### config.mk
export PLATFORM = sky130hd
export DESIGN_NAME = diferential_cfg_loader
export DESIGN_NICKNAME = d
export VERILOG_FILES = /design/src/rtl/diferential_cfg_loader.sv
export SDC_FILE = /design/constraint.sdc
export NUM_CORES = 1
export LEC_CHECK = 0
export CAP_MARGIN = 15
export CORE_ASPECT_RATIO = 1.4
export CORE_MARGIN = 2
export CORE_UTILIZATION = 40
export CTS_BUF_LIST = sky130_fd_sc_hd__clkbuf_8
export DETAILED_ROUTE_END_ITERATION = 10
export PLACE_DENSITY_LB_ADDON = 0.15
export SETUP_SLACK_MARGIN = 0.1
export SLEW_MARGIN = 20
export SYNTH_ARGS = -nofsm -noshare
export SYNTH_HDL_FRONTEND = slang
export SYNTH_SLANG_ARGS = --single-unit
### constraint.sdc
create_clock -name clk -period 3 [get_ports clk]
set_input_delay 0.6 -clock clk [delete_from_list [all_inputs] [get_ports clk]]
set_output_delay 0.6 -clock clk [all_outputs]
set_load 0.05 [all_outputs]
### src/rtl/diferential_cfg_loader.sv
// diferential_cfg_loader: frames a nibble stream into per-cell config words and commits the whole array atomically
module diferential_cfg_loader #(
    parameter int          ROWS    = 3,
    parameter int          COLS    = 3,
    parameter logic [3:0]  SYNC    = 4'hA,
    parameter int          TIMEOUT = 15
) (
    input  logic                      clk,
    input  logic                      reset,
    input  logic [3:0]                cfg_nib,
    input  logic                      cfg_stb,
    output logic [4*ROWS*COLS-1:0]    cfg_bus,
    output logic                      cfg_commit,
    output logic                      cfg_loaded,
    output logic                      busy,
    output logic                      err
);
    localparam int NCELLS = ROWS * COLS;
    localparam int CW     = $clog2(NCELLS + 1);
    localparam int TW     = $clog2(TIMEOUT + 1);

    typedef enum logic [1:0] {IDLE, LOAD, SUM} state_t;

    state_t              state_q;
    logic [CW-1:0]       count_q;
    logic [TW-1:0]       timer_q;
    logic [3:0]          chk_q;
    logic [4*NCELLS-1:0] shadow_q;
    logic                go_q;
    logic [3:0]          chk_d;
    logic [TW-1:0]       timer_d;
    logic                timeout;

    // running checksum, saturating idle timer and the stall condition
    always_comb begin
        chk_d   = chk_q ^ cfg_nib;
        timer_d = (timer_q == TW'(TIMEOUT)) ? timer_q : timer_q + 1'b1;
        timeout = !cfg_stb && (timer_q == TW'(TIMEOUT - 1));
    end

    // frame FSM: collects payload into the shadow and flags a good checksum via go_q
    always_ff @(posedge clk or negedge reset) begin
        if (!reset) begin
            state_q  <= IDLE;
            count_q  <= '0;
            timer_q  <= '0;
            chk_q    <= '0;
            shadow_q <= '0;
            go_q     <= 1'b0;
            busy     <= 1'b0;
            err      <= 1'b0;
        end else begin
            go_q <= 1'b0;
            if (state_q == IDLE) begin
                if (cfg_stb && cfg_nib == SYNC) begin
                    state_q <= LOAD;
                    busy    <= 1'b1;
                    err     <= 1'b0;
                    count_q <= '0;
                    chk_q   <= '0;
                    timer_q <= '0;
                end
            end else if (timeout) begin
                state_q <= IDLE;
                busy    <= 1'b0;
                err     <= 1'b1;
            end else if (!cfg_stb) begin
                timer_q <= timer_d;
            end else begin
                timer_q <= '0;
                if (state_q == LOAD) begin
                    shadow_q[4*count_q +: 4] <= cfg_nib;
                    chk_q                    <= chk_d;
                    count_q                  <= count_q + 1'b1;
                    if (count_q == CW'(NCELLS - 1))
                        state_q <= SUM;
                end else begin
                    go_q    <= (cfg_nib == chk_q);
                    err     <= (cfg_nib != chk_q);
                    state_q <= IDLE;
                    busy    <= 1'b0;
                end
            end
        end
    end

    // commit stage: one edge after a good checksum the shadow becomes the active config
    always_ff @(posedge clk or negedge reset) begin
        if (!reset) begin
            cfg_bus    <= '0;
            cfg_commit <= 1'b0;
            cfg_loaded <= 1'b0;
        end else begin
            cfg_commit <= go_q;
            if (go_q) begin
                cfg_bus    <= shadow_q;
                cfg_loaded <= 1'b1;
            end
        end
    end
endmodule
==> results of run 1 <==
==> registers in the layout, summed over array words and instances, names as in the netlist <==
name and flops:
busy 1, cfg_bus 36, cfg_commit 1, cfg_loaded 1, chk_q 4, count_q 4
err 1, go_q 1, shadow_q 36, state_q 2, timer_q 4
==> placed cells by master (no fill, tap or decap), types with 2 or more instances in the layout <==
| master | netlist | final |
|---|---|---|
| a22o_1 | 2 | 2 |
| or3_1 | 3 | 3 |
| clkbuf_8 | 0 | 11 |
| clkinv_2 | 0 | 3 |
| xnor2_1 | 4 | 4 |
| nand2_1 | 46 | 46 |
| o31ai_1 | 2 | 2 |
| nor2b_1 | 4 | 4 |
| nand4_1 | 5 | 5 |
| nor3_1 | 5 | 5 |
| clkdlybuf4s50_1 | 0 | 45 |
| nor2_1 | 21 | 21 |
| nor3b_1 | 2 | 2 |
| o21ai_0 | 36 | 36 |
| o221ai_1 | 3 | 3 |
| mux2_2 | 48 | 48 |
| nand3_1 | 14 | 14 |
| and3b_1 | 2 | 2 |
| o2111ai_1 | 2 | 2 |
| bufinv_16 | 0 | 2 |
| nand3b_1 | 3 | 3 |
| inv_1 | 13 | 13 |
| buf_4 | 0 | 10 |
| nand2b_1 | 3 | 3 |
| ha_1 | 6 | 6 |
| a21oi_1 | 5 | 5 |
| mux2i_1 | 5 | 5 |
| dfrtp_1 | 91 | 91 |
==> logic make-up after synthesis <==
kind of cell | Yosys count | synth area share [%]
muxes | 53 | 14.9
and+or+nand+nor | 112 | 13.3
adders and majority gates | 6 | 1.89
DFF | 91 | 57.3
buffers and inverters | 29 | 3.09
xor gates and xnor gates | 5 | 1.29
AOI/OAI and AO/OA | 56 | 8.22
==> cell usage after synthesis (all sizes together), types with 5 or more instances <==
| master | instances | area share, % |
|---|---|---|
| nand4 | 5 | 0.79 |
| inv | 13 | 1.2 |
| nand2 | 46 | 4.3 |
| ha | 6 | 1.9 |
| o21ai | 37 | 4.7 |
| clkbuf | 5 | 0.47 |
| nand3 | 14 | 1.8 |
| dfrtp | 91 | 57 |
| nor2 | 21 | 2.0 |
| nor3 | 5 | 0.63 |
| mux2 | 48 | 14 |
| mux2i | 5 | 1.3 |
| a21oi | 5 | 0.63 |
| xnor2 | 5 | 1.3 |
| buf | 11 | 1.4 |
==> per-stage QoR <==
step	total power, mW	instance area (µm²)	instances
finish	3.11	4840	543
global route	3.30	4840	543
CTS	3.15	4840	543
detailed placement	2.21	4610	527
global placement	2.20	4610	527
floorplan	1.97	3970	352
==> final cells by class <==
class	count	area (µm²)
fillers	930	4950
flip-flops and latches	91	2280
multi-input cells	232	1570
repair buffers	56	546
well taps	135	169
clock buffers	11	151
clock inverters	5	75.1
inverters	13	48.8
==> worst max-delay path by stage <==
stage,startpoint,endpoint,slack (ns),depth (start not counted)
2_1_floorplan,count_q[0],shadow_q[0],0.89,8
3_3_place_gp,cfg_stb,shadow_q[25],0.66,5
3_5_place_dp,count_q[0],shadow_q[26],0.62,6
4_1_cts,count_q[0],shadow_q[26],0.62,6
5_1_grt,count_q[0],shadow_q[20],0.46,5
6_report,count_q[0],shadow_q[26],0.61,6
==> power by group <==
group,internal (mW),switching [mW]
Combinational,0.288,0.469
Clock,0.510,0.416
Sequential,1.32,0.107
==> routing by layer <==
layer  GRT usage, %  vias up  share of wire, %
met4           7.77        0               1.4
met2           25.8       52                50
met1           21.6     1348                45
li1               -     1319                 -
met3           3.32       10               3.4
met5              0        -                 0
==> metrics.yaml, run 1 <==
run_status:
  status: "complete, no violations"
global_routing:
  grt_pass1_vias: 2790
  grt_overflow: 0
  antenna_found_initial: 0
  grt_pass1_wl_mm: 13.5
  grt_max_degree: 92
  track_usage_pct: 16.4
clock_tree:
  cts_root_buf: "clkbuf_8"
  ctsResizeCount: 0
  clk_latency_ns: 0.36
  cts_buffer_depth: 2
  htreeDepth: 3
  cts_buffers: 9
  cts_sinks: 91
  path_clk_slew_ns: 0.09
  post_cts_buffers: 0
  ctsHoldBuffers: 0
  cts_tree: "yes"
floorplan:
  die_h_um: 122
  row_count: 43
  die-area_um2: 10800
  core_area_um2: 9790
  io_pins: 47
  initial_core_util_pct: 40.6
  die_w_um: 88.2
synth:
  synth_flop_cell: "dfrtp_1"
  synth_seq_cells: 91
  yosysUniqueCellTypes: 36
  ys_seq_area_share_pct: 57.3
  synth_edf_count: 0
  netlist_instances: 352
  ys_warn_count: 0
  async_flop_share_pct: 100
  synth_area_um2: 3970
  synth_area_per_cell_um2: 11.3
  synth_nets: 365
route:
  first_iter_violations: 209
  routed_via_density: 5.03
  routed_wl_mm: 8.05
  wl_per_cell_um: 14.8
  route.detailed.drc: 0
  num_vias: 2729
  ant_nets: 0
  dr.pass1.iters: 5
worst_setup_path:
  reg2reg_from: "count_q[0]"
  worstReg2RegEnd: "shadow_q[26]"
  critPathMaxFanout: 13
  regToRegSetupSlack_ns: 0.61
  worstSetupEndpointType: "flop"
  arrival_ns: 2.63
  cp_data_required_time_ns: 3.25
  cpMaxStageDelayCell: "dfrtp_1"
  cp_cell_sequence: "inv_1 -> ha_1 -> nand2b_1 -> a211oi_2 -> nand4_1 -> mux2_2"
  worst_r2r_path_depth: 6
  critPathMaxStageDelay_ns: 0.58
  crit_buf_inv: 1
  start_kind: "flop"
  cp_top_family: "flip-flops"
  worst-setup-path-type: "reg2reg"
hold_path:
  hold_path_class: "in2async"
power:
  p_leak_nw: 2.20
  p_per_area_nw_per_um2: 643
  ir_drop_v: 0.000391
place:
  hpwlAfterDp_mm: 5.52
  port_buffers: 46
  gp_congestion: 0.838
  place_ws_ns: 0.623
finish:
  nets: 416
  area_delta_synth_final_pct: 21.8
  n_antenna_cell: 0
  fin_util_pct: 49.4
  drive_gt1_share_pct: 19.4
timing:
  clock.fmax_mhz: 419
  setup_viol: 0
  rsz0062_at_grt: "false"
  final-hold-violation-count: 0
  slew_headroom_pct: 60.0
  whs_ns: 0.253
  finalCritPeriodShare_pct: 79.5
  setup_tns_ns: 0
  report.final.slew_viol_count: 0
  clock_skew_ns: 0.00883
  fin_ws_ns: 0.615
  layout_min_cycle_time_ns: 2.39
  worst_pin_slew_ns: 0.600
job:
  maxCapViolations: 0
No activity file was read; power rests on OpenSTA's default activity.
==> inputs of run 2 (changes only) <==
==> constraint.sdc (replaced) <==
create_clock -name clk -period 2.4 [get_ports clk]
set_input_delay 0.48 -clock clk [delete_from_list [all_inputs] [get_ports clk]]
set_output_delay 0.48 -clock clk [all_outputs]
set_load 0.05 [all_outputs]
==> run 2 against run 1 <==
Net effect: design area rose by 0.31%; setup slack worse by 0.34 ns; flip-flop and latch count unchanged; wire length is 1.3% lower; critical path depth unchanged.
==> metrics.yaml, run 2 (same netlist as run 1, synthesis figures left out) <==
route:
  num_vias: 2735  # +0.22%
  routed_wl_mm: 7.95  # -1.3%
  dr.pass1.iters: 4  # -1
  first_iter_violations: 192  # -8.1%
  routed_via_density: 5.00  # -0.51%
  ant_nets: 0  # unchanged
  route.detailed.drc: 0  # unchanged
  wl_per_cell_um: 14.5  # -2.0%
worst_setup_path:
  worstSetupEndpointType: "flop"
  start_kind: "flop"
  arrival_ns: 2.37  # -0.26 ns
  critPathMaxFanout: 8  # -5
  worst-setup-path-type: "reg2reg"
  cp_data_required_time_ns: 2.65  # -0.60 ns
timing:
  rsz0062_at_grt: "false"
  worst_pin_slew_ns: 0.644  # +0.0446 ns
  clock_skew_ns: 0.00724  # -0.00159 ns
  clock.fmax_mhz: 471  # +12%
  report.final.slew_viol_count: 0  # unchanged
  setup_tns_ns: 0  # unchanged
  final-hold-violation-count: 0  # unchanged
  whs_ns: 0.134  # -0.119 ns
  fin_ws_ns: 0.279  # -0.336 ns
  layout_min_cycle_time_ns: 2.12  # -0.264 ns
  finalCritPeriodShare_pct: 88.4  # +8.9 points
  setup_viol: 0  # unchanged
  slew_headroom_pct: 57.0  # -2.9 points
floorplan:
  initial_core_util_pct: 40.6  # unchanged
  row_count: 43  # unchanged
  die_w_um: 88.2  # unchanged
  io_pins: 47  # unchanged
  die_h_um: 122  # unchanged
  core_area_um2: 9790  # unchanged
  die-area_um2: 10800  # unchanged
global_routing:
  antenna_found_initial: 0  # unchanged
  grt_overflow: 0  # unchanged
  use_met1_pct: 21.5  # -0.099 points
  use_met3_pct: 2.71  # -0.61 points
  grt_pass1_vias: 2763  # -0.97%
  grt_max_degree: 51  # -45%
  use_met2_pct: 26.3  # +0.52 points
  track_usage_pct: 16.5  # +0.068 points
  grt_pass1_wl_mm: 13.5  # about the same
  busiest_layer: "met2"
power:
  ir_drop_v: 0.000378  # -3.4%
  p_per_area_nw_per_um2: 781  # +21%
  p_leak_nw: 2.21  # +0.34%
  total_power_mw: 3.79  # +22%
hold_path:
  hold_path_class: "in2async"
finish:
  final_common_cell: "dfrtp_1"
  area_delta_synth_final_pct: 22.2
  drive_gt1_share_pct: 19.9  # +0.54 points
  fin_util_pct: 49.6  # +0.15 points
  fillCellCount: 937  # +0.75%
  largest_registers: "cfg_bus x36, shadow_q x36"
  final_design_area_no_fill_um2: 4850  # +0.31%
  n_antenna_cell: 0  # unchanged
  final_cell_mix: "dfrtp_1, mux2_2, nand2_1"
  nets: 420  # +0.96%
  finalNonFillerCells: 547  # +0.74%
clock_tree:
  cts_sinks: 91  # unchanged
  cts_tree: "yes"
  cts_root_buf: "clkbuf_8"
  path_clk_slew_ns: 0.09  # about the same
  cts_buffer_depth: 2  # unchanged
  ctsResizeCount: 0  # unchanged
  post_cts_buffers: 0  # unchanged
  ctsHoldBuffers: 0  # unchanged
  htreeDepth: 3  # unchanged
  cts_buffers: 9  # unchanged
  clk_latency_ns: 0.36  # about the same
run_status:
  status: "complete, no violations"
place:
  place_area_um2: 4660  # +0.92%
  dp_cells: 531  # +0.76%
  hpwlAfterDp_mm: 5.67  # +2.8%
  gp_congestion: 0.801  # -4.4%
  place_ws_ns: 0.206  # -0.416 ns
  port_buffers: 46  # unchanged
job:
  maxCapViolations: 0  # unchanged
-- run 2: metal layers --
| metal | share of wire (%) | vias up | routed length (µm) |
|---|---|---|---|
| met1 | 46 | 1353 | 3650 |
| met4 | 2.2 | 0 | 176 |
| met3 | 2.9 | 12 | 233 |
| li1 | - | 1331 | - |
| met2 | 49 | 39 | 3890 |
| met5 | 0 | - | 0 |
-- run 2: path summary, 6_finish.rpt --
kind,from,to,slack [ns],cells after the start
max,count_q[0],shadow_q[2],0.28,6
min,reset,cfg_bus[22],0.13,1
max reg2reg,count_q[0],shadow_q[2],0.28,6
min reg2reg,cfg_loaded,cfg_loaded,0.47,1
max in group asynchronous,reset,cfg_bus[27],1.63,2
min in group clk,cfg_loaded,cfg_loaded,0.47,1
-- run 2: cell type report --
class	instances	area, µm²	share of cell area [%]
Inverter	13	48.8	1.01
Tap cell	135	169	3.48
Clock buffer	13	179	3.69
Timing Repair Buffer	60	588	12.1
Multi-Input combinational cell	232	1570	32.4
Sequential cell	91	2280	46.9
Clock inverter	3	20.0	0.412
-- run 2: worst max-delay path: stages, from the launching register on --
cell and delay [ns]:
dfrtp_1 0.46, nor3_1 0.27, ha_1 0.37, nor4b_1 0.36
nand4_1 0.32, nand2_1 0.15, o21ai_0 0.08
-- run 2: where the power goes --
part / switching [mW] / total, mW / leakage, nW / internal (mW)
logic: 0.615 / 1.01 / 0.867 / 0.391
registers: 0.122 / 1.77 / 1.24 / 1.65
clock network: 0.521 / 1.01 / 0.103 / 0.490
total: 1.26 / 3.79 / 2.21 / 2.53
==> inputs of run 3 (changes only) <==
==> constraint.sdc (replaced) <==
create_clock -name clk -period 2.4 [get_ports clk]
set_input_delay 0.48 -clock clk [delete_from_list [all_inputs] [get_ports clk]]
set_output_delay 0.48 -clock clk [all_outputs]
set_load 0.1 [all_outputs]
==> run 3 against run 2 <==
Net effect: sequential power is essentially flat; die area unchanged; worst hold slack improved by 0.34 ns; design area shrank 1.3%; sequential share of layout area up 0.64 points; register-to-register slack is essentially flat; clock power is 9% higher; maximum frequency decreased by 0.30%; via count hardly changed; first-iteration DRC count decreased by 29%; largest power group unchanged.
==> metrics.yaml, run 3 (same netlist as run 1, synthesis figures left out) <==
hold_path:
  hold_path_class: "reg2reg"
timing:
  setup_viol: 0  # unchanged
  final-hold-violation-count: 0  # unchanged
  rsz0062_at_grt: "false"
  clock.fmax_mhz: 470  # -0.30%
  clock_skew_ns: 0.0102  # +0.00300 ns
  report.final.slew_viol_count: 0  # unchanged
  whs_ns: 0.474  # +0.340 ns
  worst_pin_slew_ns: 0.655  # +0.0105 ns
  finalCritPeriodShare_pct: 88.6  # +0.26 points
  setup_tns_ns: 0  # unchanged
  slew_headroom_pct: 56.3  # -0.70 points
  layout_min_cycle_time_ns: 2.13  # +0.00631 ns
power:
  p_comb_share_pct: 27.2  # +0.6 points
  p_per_area_nw_per_um2: 824  # +5.6%
  sequentialPowerShare_pct: 44.9  # -1.9 points
  swShare_pct: 33.2  # +0.034 points
  ir_drop_v: 0.000545  # +44%
  switchingPower_mw: 1.31  # +4.3%
  p_leak_nw: 2.31  # +4.8%
  p_int_mw: 2.64  # +4.1%
  total_power_mw: 3.95  # +4.2%
  pwr-share-clk_pct: 27.9  # +1.2 points
floorplan:
  die_w_um: 88.2  # unchanged
  row_count: 43  # unchanged
  io_pins: 47  # unchanged
  die-area_um2: 10800  # unchanged
  initial_core_util_pct: 40.6  # unchanged
  core_area_um2: 9790  # unchanged
  die_h_um: 122  # unchanged
route:
  routed_wl_mm: 8.08  # +1.7%
  dr.pass1.iters: 4  # unchanged
  num_vias: 2734  # -0.037%
  route.detailed.drc: 0  # unchanged
  wl_per_cell_um: 14.7  # +1.3%
  ant_nets: 0  # unchanged
  routed_via_density: 4.98  # -0.40%
  first_iter_violations: 137  # -29%
clock_tree:
  htreeDepth: 3  # unchanged
  cts_buffer_depth: 2  # unchanged
  cts_root_buf: "clkbuf_8"
  path_clk_slew_ns: 0.08  # about the same
  cts_sinks: 91  # unchanged
  ctsResizeCount: 0  # unchanged
  cts_buffers: 9  # unchanged
  clk_latency_ns: 0.37  # about the same
  cts_tree: "yes"
worst_setup_path:
  start_kind: "flop"
  cp_data_required_time_ns: 2.65  # about the same
  worstSetupEndpointType: "flop"
  worst-setup-path-type: "reg2reg"
  critPathMaxFanout: 7  # -1
  arrival_ns: 2.38  # about the same
global_routing:
  grt_pass1_vias: 2752  # -0.40%
  track_usage_pct: 16.6  # +0.16 points
  grt_overflow: 0  # unchanged
  grt_max_degree: 49  # -3.9%
  antenna_found_initial: 0  # unchanged
  grt_pass1_wl_mm: 13.5  # -0.16%
job:
  maxCapViolations: 0  # unchanged
place:
  place_area_um2: 4560  # -2.0%
  hpwlAfterDp_mm: 5.75  # +1.3%
  gp_congestion: 0.809  # +0.90%
  port_buffers: 46  # unchanged
finish:
  final_cell_mix: "dfrtp_1, buf_4, mux2_2"
  n_antenna_cell: 0  # unchanged
  nets: 423  # +0.71%
  largest_registers: "cfg_bus x36, shadow_q x36"
  fin_util_pct: 48.9  # -0.66 points
  multiInputGateArea_um2: 1570  # unchanged
  final_design_area_no_fill_um2: 4790  # -1.3%
  area_delta_synth_final_pct: 20.6
  fillCellCount: 928  # -0.96%
  drive_gt1_share_pct: 29.2  # +9.3 points
  final_common_cell: "dfrtp_1"
  seq_area_um2: 2280  # unchanged
run_status:
  status: "complete, no violations"
## run 3: changes by cell type in the layout (fill, tap and decap cells not counted), sizes merged
cell	delta
bufinv	+2
dlygate4sd3	+1
clkinvlp	-1
clkdlybuf4s50	-40
clkbuf	-3
inv	+1
buf	+42
## run 3: final cells by class
| class | instances | area share [%] |
|---|---|---|
| clock buffer | 10 | 2.87 |
| clock inverter | 5 | 1.49 |
| inverter | 13 | 1.02 |
| multi-input combinational | 232 | 32.8 |
| sequential | 91 | 47.5 |
| tap | 135 | 3.53 |
| timing repair buffer | 63 | 10.7 |
## run 3: stage by stage
step / std cells / setup slack [ns]
2_1_floorplan: 352 / 0.292
3_3_place_gp: 532 / 0.249
3_5_place_dp: 532 / 0.228
4_1_cts: 548 / 0.206
5_1_grt: 549 / 0.123
6_report: 549 / 0.272
## run 3: worst max-delay path, stage by stage (launching register included)
cell and delay (ns):
dfrtp_1 0.48, inv_1 0.10, ha_1 0.27, nand2b_1 0.18
a211oi_2 0.38, nand4_1 0.27, mux2_2 0.34
## run 3: final timing paths
| check | from | end | slack [ns] | depth (start not counted) |
|---|---|---|---|---|
| worst min-delay path | cfg_loaded | cfg_loaded | 0.47 | 1 |
| min in group asynchronous | reset | cfg_bus[6] | 0.52 | 2 |
| max in group asynchronous | reset | cfg_bus[26] | 1.24 | 3 |
| worst max-delay path | count_q[1] | shadow_q[27] | 0.27 | 6 |
| worst min register to register | cfg_loaded | cfg_loaded | 0.47 | 1 |
| worst max register to register | count_q[1] | shadow_q[27] | 0.27 | 6 |
## run 3: repair_timing
action / 4_1_cts / 5_1_grt
hold buffers: 1 / 0
endpoints found under the setup margin: 0 / 3
setup buffers: 0 / 1
endpoints found under the hold margin: 16 / 0
## run 3: layer usage
| layer | up-vias | wire (µm) | track usage (%) |
|---|---|---|---|
| li1 | 1331 | - | - |
| met1 | 1347 | 3710 | 22.0 |
| met2 | 47 | 3940 | 26.0 |
| met3 | 9 | 297 | 4.27 |
| met4 | 0 | 140 | 6.53 |
| met5 | - | 0 | 0 |
## run 3: power groups by stage
stage,Sequential (mW),Combinational [mW],Clock [mW]
after floorplan,1.90,0.640,0
after global placement,1.80,1.06,0
after detailed placement,1.80,1.07,0
after CTS,1.77,1.08,1.14
after global routing,1.79,1.20,1.20
final,1.77,1.07,1.10
